### config.mk
export PLATFORM = sky130hd
export DESIGN_NAME = alu_result_uart_tx
export DESIGN_NICKNAME = d
export VERILOG_FILES = /design/src/rtl/alu_result_uart_tx.sv
export SDC_FILE = /design/constraint.sdc
export NUM_CORES = 1
export LEC_CHECK = 0
export ABC_CLOCK_PERIOD_IN_PS = 2100
export CAP_MARGIN = 25
export CORE_ASPECT_RATIO = 0.75
export CORE_MARGIN = 8
export CORE_UTILIZATION = 30
export CTS_BUF_LIST = sky130_fd_sc_hd__clkbuf_16
export DETAILED_ROUTE_END_ITERATION = 12
export HOLD_SLACK_MARGIN = 0.03
export PLACE_DENSITY_LB_ADDON = 0.3
export SYNTH_ARGS = -nofsm -noshare
export SYNTH_HDL_FRONTEND = slang
export SYNTH_SLANG_ARGS = --single-unit
### constraint.sdc
create_clock -name clk -period 2.1 [get_ports clk]
set_input_delay 0.21 -clock clk [delete_from_list [all_inputs] [get_ports clk]]
set_output_delay 0.21 -clock clk [all_outputs]
set_load 0.01 [all_outputs]
### src/rtl/alu_result_uart_tx.sv
// Serialises a captured ALU result byte and a flag byte as two back-to-back UART frames.
// Optional macro PARITY_EN adds an even-parity bit to each frame (8E1 instead of 8N1).
module alu_result_uart_tx #(
  parameter int unsigned CLKS_PER_BIT = 87,
  parameter logic        IDLE_LEVEL   = 1'b1
) (
  input  logic       clk,
  input  logic       rst_n,
  input  logic [7:0] result,
  input  logic       zero,
  input  logic       carry,
  input  logic       overflow,
  input  logic       send,
  output logic       tx,
  output logic       busy,
  output logic       done,
  output logic       dropped
);

  localparam logic [15:0] CNT_MAX = 16'(CLKS_PER_BIT - 1);

  typedef enum logic [2:0] {
    S_IDLE,
    S_START,
    S_DATA,
    S_PARITY,
    S_STOP
  } state_t;

  state_t      r_state;
  logic [15:0] r_bit_cnt;
  logic [2:0]  r_bit_idx;
  logic        r_byte_sel;
  logic        r_tx;
  logic        r_busy;
  logic        r_done;
  logic        r_dropped;
  logic [7:0]  r_shadow0;
  logic [7:0]  r_shadow1;

  logic [7:0]  w_cur_byte;
  logic [2:0]  w_next_idx;

  assign w_cur_byte = r_byte_sel ? r_shadow1 : r_shadow0;
  assign w_next_idx = r_bit_idx + 3'd1;

  // NOTE: the shadow registers carry no reset; they are only read after a send has loaded them.
  always_ff @(posedge clk) begin
    if (r_state == S_IDLE && send) begin
      r_shadow0 <= result;
      r_shadow1 <= {5'b00000, overflow, carry, zero};
    end
  end

  // NOTE: r_done defaults low each cycle so the completion branch yields a single-cycle pulse.
  always_ff @(posedge clk) begin
    if (!rst_n) begin
      r_state    <= S_IDLE;
      r_bit_cnt  <= '0;
      r_bit_idx  <= '0;
      r_byte_sel <= 1'b0;
      r_tx       <= IDLE_LEVEL;
      r_busy     <= 1'b0;
      r_done     <= 1'b0;
      r_dropped  <= 1'b0;
    end else begin
      r_done <= 1'b0;
      if (send && r_busy) r_dropped <= 1'b1;

      case (r_state)
        S_IDLE: begin
          r_tx <= IDLE_LEVEL;
          if (send) begin
            r_state    <= S_START;
            r_tx       <= 1'b0;
            r_busy     <= 1'b1;
            r_dropped  <= 1'b0;
            r_bit_cnt  <= CNT_MAX;
            r_bit_idx  <= '0;
            r_byte_sel <= 1'b0;
          end
        end
        default: begin
          if (r_bit_cnt != '0) begin
            r_bit_cnt <= r_bit_cnt - 16'd1;
          end else begin
            r_bit_cnt <= CNT_MAX;
            case (r_state)
              S_START: begin
                r_state   <= S_DATA;
                r_tx      <= w_cur_byte[0];
                r_bit_idx <= '0;
              end
              S_DATA: begin
                r_bit_idx <= w_next_idx;
                if (r_bit_idx == 3'd7) begin
`ifdef PARITY_EN
                  r_state <= S_PARITY;
                  r_tx    <= ^w_cur_byte;
`else
                  r_state <= S_STOP;
                  r_tx    <= 1'b1;
`endif
                end else begin
                  r_tx <= w_cur_byte[w_next_idx];
                end
              end
`ifdef PARITY_EN
              S_PARITY: begin
                r_state <= S_STOP;
                r_tx    <= 1'b1;
              end
`endif
              S_STOP: begin
                if (!r_byte_sel) begin
                  // Flag byte starts straight after the result byte's stop bit.
                  r_state    <= S_START;
                  r_byte_sel <= 1'b1;
                  r_tx       <= 1'b0;
                end else begin
                  r_state    <= S_IDLE;
                  r_byte_sel <= 1'b0;
                  r_tx       <= IDLE_LEVEL;
                  r_busy     <= 1'b0;
                  r_done     <= 1'b1;
                end
              end
              default: begin
                r_state <= S_IDLE;
                r_tx    <= IDLE_LEVEL;
                r_busy  <= 1'b0;
              end
            endcase
          end
        end
      endcase
    end
  end

  assign tx      = r_tx;
  assign busy    = r_busy;
  assign done    = r_done;
  assign dropped = r_dropped;

endmodule

==> impl_metrics.ini, run 1 <==
[outcome]
status = finished, final reports clean

[logic_synthesis]
seq_area_frac_synth = 0.4640
syn_area_per_cell_um2 = 9.930
synthArstFlopShare = 0
ys.flop_type = dfxtp_1
synth_seq_cells = 38
synth_top_area_share = 0.2880
synthCells = 189
synthTopCellsByArea = dfxtp_1 (29%), edfxtp_1 (18%), nand2_1 (3.8%), a31oi_1 (3.7%), nor3_1 (3.5%)
synth_edf_count = 11
yosysWarnings = 0
synth_nets = 206
syn_area_um2 = 1877
yosysUniqueCellTypes = 48
synth_top_cell_by_area = dfxtp_1

[global_route]
grt_pass1_wl_mm = 7.334
antenna_found_initial = 0
first_global_vias = 1467
grt_max_degree = 13
grt_usage = 0.1020
grt_overflow_total = 0

[timing]
slew_headroom = 0.7178
fmaxAchievable_mhz = 512.1
drv_slew = 0
timing.final.setup_violations = 0
min_period_ns = 1.953
tns_ns = 0
period_share = 0.9298
clock_skew_ns = 0.005916
hold_viol_final = 0
rsz0062_at_grt = no
tightest_slew_ns = 0.4234
whs_ns = 0.4762
setup_slack_ns = 0.1474

[clocking]
cts-root-buf = clkbuf_16
cts_buffer_depth = 2
postCtsSetupBuffers = 0
cts-buffers-inserted = 5
clkSlewWorstSetupHoldPaths_ns = 0.05
clock_latency_ns = 0.28
cts.sinks = 38
cts_resized = 0
hold_buffers = 0
cts_tree = yes
ctsHtreeMaxLevel = 2

[routing]
wl_met1_mm = 2.177
top_layer = met4
vias = 1506
via_per_inst = 4.987
drc_errors = 0
wl_per_cell_um = 14.18
wirelength_mm = 4.283
dr.pass1.iters = 4
dr_wl_met3_um = 256
route.met2.wl_mm = 1.785
postRouteAntennaNets = 0
drt_iter0_drc = 103

[floorplan]
core_area_um2 = 6162
initial_core_util = 0.3046
die_x_um = 107.3
dieArea_um2 = 9069
fp-row-count = 25
ios = 18
die_h_um = 84.50

[pwr]
power_leakage_nw = 0.8645
ir_drop_uv = 390.7
powerDensity_nw_per_um2 = 1251

[cells_and_area]
drive_gt1_frac = 0.1538
seq_area_um2 = 870.8
multi_input_area_um2 = 928.4
fin_nets = 237
final_util = 0.3886
n_fill_cell = 591
mostFrequentLayoutCells = dfxtp_1 (27), nand2_1 (19), clkdlybuf4s50_1 (17), buf_4 (15), nor3_1 (13)
final_common_cell = dfxtp_1
antenna_cells = 0
area_growth_pct = 27.60

[setup_path]
critical_path_required_ns = 2.31
crit_chain = inv_1 > ha_1 > nor3b_2 > and4_4 > a31oi_4 > a211oi_4 > mux2i_1
critical_path.slowest_cell = and4_4
critPathMaxFanout = 6
cp-start-kind = flip-flop
cp.arrival_ns = 2.16
criticalPathCategory = reg2reg
crit_path_end_kind = flip-flop
cp_slowest_stage_delay_ns = 0.35

[placed_design]
place_congestion = 0.7496
place_hpwl_mm = 3.117
port_buffers = 17
post-place-ws_ns = 0.05346

[min_path]
hp-class = reg2reg

[job]
maxCapViolations = 0
-- flip-flops by register name, indices dropped and copies added, names as in the netlist --
signal	cells
busy	1
tx	1
r_shadow1	3
done	1
dropped	1
r_bit_idx	3
r_bit_cnt	16
r_shadow0	8
r_byte_sel	1
r_state	3
-- area by class of cell --
cell class / count / share of cell area
repair buffers: 32 / 0.1181
clock inverters: 3 / 0.02665
well taps: 81 / 0.04232
flip-flops and latches: 38 / 0.3636
multi-input cells: 137 / 0.3877
inverters: 6 / 0.009404
clock buffers: 5 / 0.05225
-- per-layer routing --
| layer | vias to the layer above | track usage |
|---|---|---|
| met4 | 0 | 0.04899 |
| met5 | - | 0 |
| li1 | 771 | - |
| met3 | 5 | 0.03137 |
| met1 | 687 | 0.1431 |
| met2 | 43 | 0.1361 |
-- logic make-up (layout without fill, tap and decap cells) --
family | after synthesis | count (layout) | share of synthesized area
AOI/OAI and AO/OA | 42 | 42 | 0.1593
xor gates and xnor gates | 7 | 7 | 0.03267
adders and majority gates | 3 | 3 | 0.02000
and+or+nand+nor | 77 | 77 | 0.2247
buffers and inverters | 14 | 46 | 0.04266
DFF | 38 | 38 | 0.4640
muxes | 8 | 8 | 0.05667
-- through the flow --
step / instances / total power, mW / instance area, µm²
after CTS: 302 / 3.012 / 2392
final: 302 / 2.997 / 2395
after global routing: 302 / 3.169 / 2395
after floorplan: 189 / 1.766 / 1877
after global placement: 294 / 2.019 / 2203
after detailed placement: 294 / 2.027 / 2203
-- final timing paths --
kind	start	end	slack (ns)	cells past startpoint
setup / recovery	r_bit_cnt[0]$_SDFFE_PN0P_	r_bit_idx[1]$_SDFFE_PN0P_	0.15	7
hold / removal	r_bit_idx[1]$_SDFFE_PN0P_	r_bit_idx[1]$_SDFFE_PN0P_	0.48	2
setup reg to reg	r_bit_cnt[0]$_SDFFE_PN0P_	r_bit_idx[1]$_SDFFE_PN0P_	0.15	7
hold reg to reg	r_bit_idx[1]$_SDFFE_PN0P_	r_bit_idx[1]$_SDFFE_PN0P_	0.48	2
-- power breakdown --
group / total [mW] / switching (mW) / internal (mW)
registers: 1.05 / 0.141 / 0.909
clock network: 0.966 / 0.290 / 0.676
logic: 0.981 / 0.545 / 0.436
total: 3.00 / 0.976 / 2.02
-- worst max-delay path: cells and delay by family, from the launching register on --
| kind | cells | cell delay [ns] |
|---|---|---|
| compound gates | 2 | 0.45 |
| fa+ha+maj | 1 | 0.18 |
| simple gates | 2 | 0.64 |
| mux | 1 | 0.21 |
| buf+inv | 1 | 0.06 |
| flops | 1 | 0.33 |
-- synth_stat cells (all sizes together), types with 6 or more instances --
cell type,count
edfxtp,11
nor2,12
nand2,19
buf,7
a21oi,11
nand3,6
nor3,15
a31oi,12
dfxtp,27
Power figures use the tool's default switching activity.
==> run 2: changes to the inputs <==
--- a/config.mk
+++ b/config.mk
@@ -14,6 +14,7 @@
 export DETAILED_ROUTE_END_ITERATION = 12
 export HOLD_SLACK_MARGIN = 0.03
 export PLACE_DENSITY_LB_ADDON = 0.3
+export SLEW_MARGIN = 40
 export SYNTH_ARGS = -nofsm -noshare
 export SYNTH_HDL_FRONTEND = slang
 export SYNTH_SLANG_ARGS = --single-unit
==> results of run 2 <==
Final layout, timing and power as in run 1 (identical DEF).
==> run 3: changes to the inputs <==
--- a/config.mk
+++ b/config.mk
@@ -13,7 +13,7 @@
 export CTS_BUF_LIST = sky130_fd_sc_hd__clkbuf_16
 export DETAILED_ROUTE_END_ITERATION = 12
 export HOLD_SLACK_MARGIN = 0.03
-export PLACE_DENSITY_LB_ADDON = 0.3
+export PLACE_DENSITY = 0.51
 export SLEW_MARGIN = 40
 export SYNTH_ARGS = -nofsm -noshare
 export SYNTH_HDL_FRONTEND = slang
==> impl_metrics.ini, run 3 (synthesized netlist as in run 1, its figures left out) <==
[clocking]
cts_tree = yes
cts-buffers-inserted = 5
clock_latency_ns = 0.28
hold_buffers = 0
ctsHtreeMaxLevel = 2
cts.sinks = 38
clkSlewWorstSetupHoldPaths_ns = 0.06
cts_buffer_depth = 2
cts-root-buf = clkbuf_16

[placed_design]
place_congestion = 0.8448
port_buffers = 17
place_hpwl_mm = 3.282

[min_path]
hp-class = reg2reg

[cells_and_area]
drive_gt1_frac = 0.1622
antenna_cells = 0
largest_reg_flops = 16
top_register = r_bit_cnt
final_common_cell = dfxtp_1
area_growth_pct = 27.33
mostFrequentLayoutCells = dfxtp_1 (27), nand2_1 (19), clkdlybuf4s50_1 (17), buf_4 (16), nor3_1 (13)
largestRegisters = r_bit_cnt x16, r_shadow0 x8
n_fill_cell = 603
fin_nets = 238

[routing]
via_per_inst = 5.010
wirelength_mm = 4.287
drc_errors = 0
drt_iter0_drc = 135
vias = 1518
wl_per_cell_um = 14.15
dr.pass1.iters = 4
postRouteAntennaNets = 0

[global_route]
grt_pass1_wl_mm = 7.341
grt_usage = 0.1007
antenna_found_initial = 0
first_global_vias = 1467
grt_overflow_total = 0
grt_max_degree = 14

[setup_path]
cp-start-kind = flip-flop
crit_path_end_kind = flip-flop
critPathMaxFanout = 6
criticalPathCategory = reg2reg
cp.arrival_ns = 2.11
critical_path_required_ns = 2.31

[job]
maxCapViolations = 0

[floorplan]
die_h_um = 84.50
core_area_um2 = 6162
dieArea_um2 = 9069
die_x_um = 107.3
fp-row-count = 25
initial_core_util = 0.3046
ios = 18

[timing]
fmaxAchievable_mhz = 526.2
timing.final.setup_violations = 0
hold_viol_final = 0
whs_ns = 0.4677
slew_headroom = 0.7451
period_share = 0.9050
min_period_ns = 1.900
rsz0062_at_grt = no
tightest_slew_ns = 0.3794
drv_slew = 0
clock_skew_ns = 0.007571
tns_ns = 0

[pwr]
ir_drop_uv = 412.7
power_leakage_nw = 0.8556
powerDensity_nw_per_um2 = 1222

[outcome]
status = finished, final reports clean
[run 3: cell types whose count changed in the layout (fill, tap and decap cells not counted), sizes merged]
cell and delta:
buf +1, bufinv -1, clkinv -1, clkinvlp +2
[run 3: cell type report]
cell class / count / area [µm²] / area share
Sequential cell: 38 / 870.8 / 0.3644
Clock inverter: 3 / 45.04 / 0.01885
Multi-Input combinational cell: 137 / 934.6 / 0.3911
Clock buffer: 5 / 125.1 / 0.05236
Timing Repair Buffer: 33 / 290.3 / 0.1215
Tap cell: 81 / 101.3 / 0.04241
Inverter: 6 / 22.52 / 0.009424
[run 3: timing repair]
| action | CTS | global route |
|---|---|---|
| setup buffers | 0 | 0 |
| endpoints found under the setup margin | 0 | 8 |
| gates resized for setup | 0 | 3 |
[run 3: where the power goes]
part | total, mW | switching [mW] | internal, mW
sequential | 1.06 | 0.150 | 0.908
combinational | 1.01 | 0.550 | 0.456
clock | 0.855 | 0.295 | 0.560
[run 3: final timing paths]
kind | end | slack (ns) | depth (start not counted) | startpoint
worst min register to register | r_bit_idx[2]$_SDFFE_PN0P_ | 0.47 | 2 | r_bit_idx[2]$_SDFFE_PN0P_
worst min-delay path | r_bit_idx[2]$_SDFFE_PN0P_ | 0.47 | 2 | r_bit_idx[2]$_SDFFE_PN0P_
worst max register to register | r_bit_idx[1]$_SDFFE_PN0P_ | 0.20 | 7 | r_bit_cnt[0]$_SDFFE_PN0P_
worst max-delay path | r_bit_idx[1]$_SDFFE_PN0P_ | 0.20 | 7 | r_bit_cnt[0]$_SDFFE_PN0P_
[run 3: critical path, cell delays in order, from the launching register on]
cell and delay, ns:
dfxtp_1 0.33, inv_1 0.06, ha_1 0.18, nor3b_4 0.26
and4_4 0.32, a31oi_4 0.14, a211oi_4 0.32, mux2i_1 0.21
[run 3: through the flow]
stage / setup slack (ns) / utilization / instances / cell area, µm² / power [mW]
2_1_floorplan: 0.3171 / - / 189 / 1877 / 1.766
3_3_place_gp: 0.1280 / 0.3588 / 295 / 2211 / 2.057
3_5_place_dp: 0.08491 / 0.3588 / 295 / 2211 / 2.047
4_1_cts: 0.07858 / 0.3864 / 303 / 2381 / 2.920
5_1_grt: 0.04345 / 0.3878 / 303 / 2390 / 3.106
6_report: 0.1996 / 0.3878 / 303 / 2390 / 2.920
[run 3: layer usage]
| layer | share of wire | vias up | wire length (µm) | track usage |
|---|---|---|---|---|
| met3 | 0.043 | 4 | 186 | 0.02525 |
| met4 | 0.011 | 0 | 48 | 0.03392 |
| met5 | 0 | - | 0 | 0 |
| li1 | - | 771 | - | - |
| met1 | 0.56 | 715 | 2386 | 0.1544 |
| met2 | 0.39 | 28 | 1665 | 0.1288 |
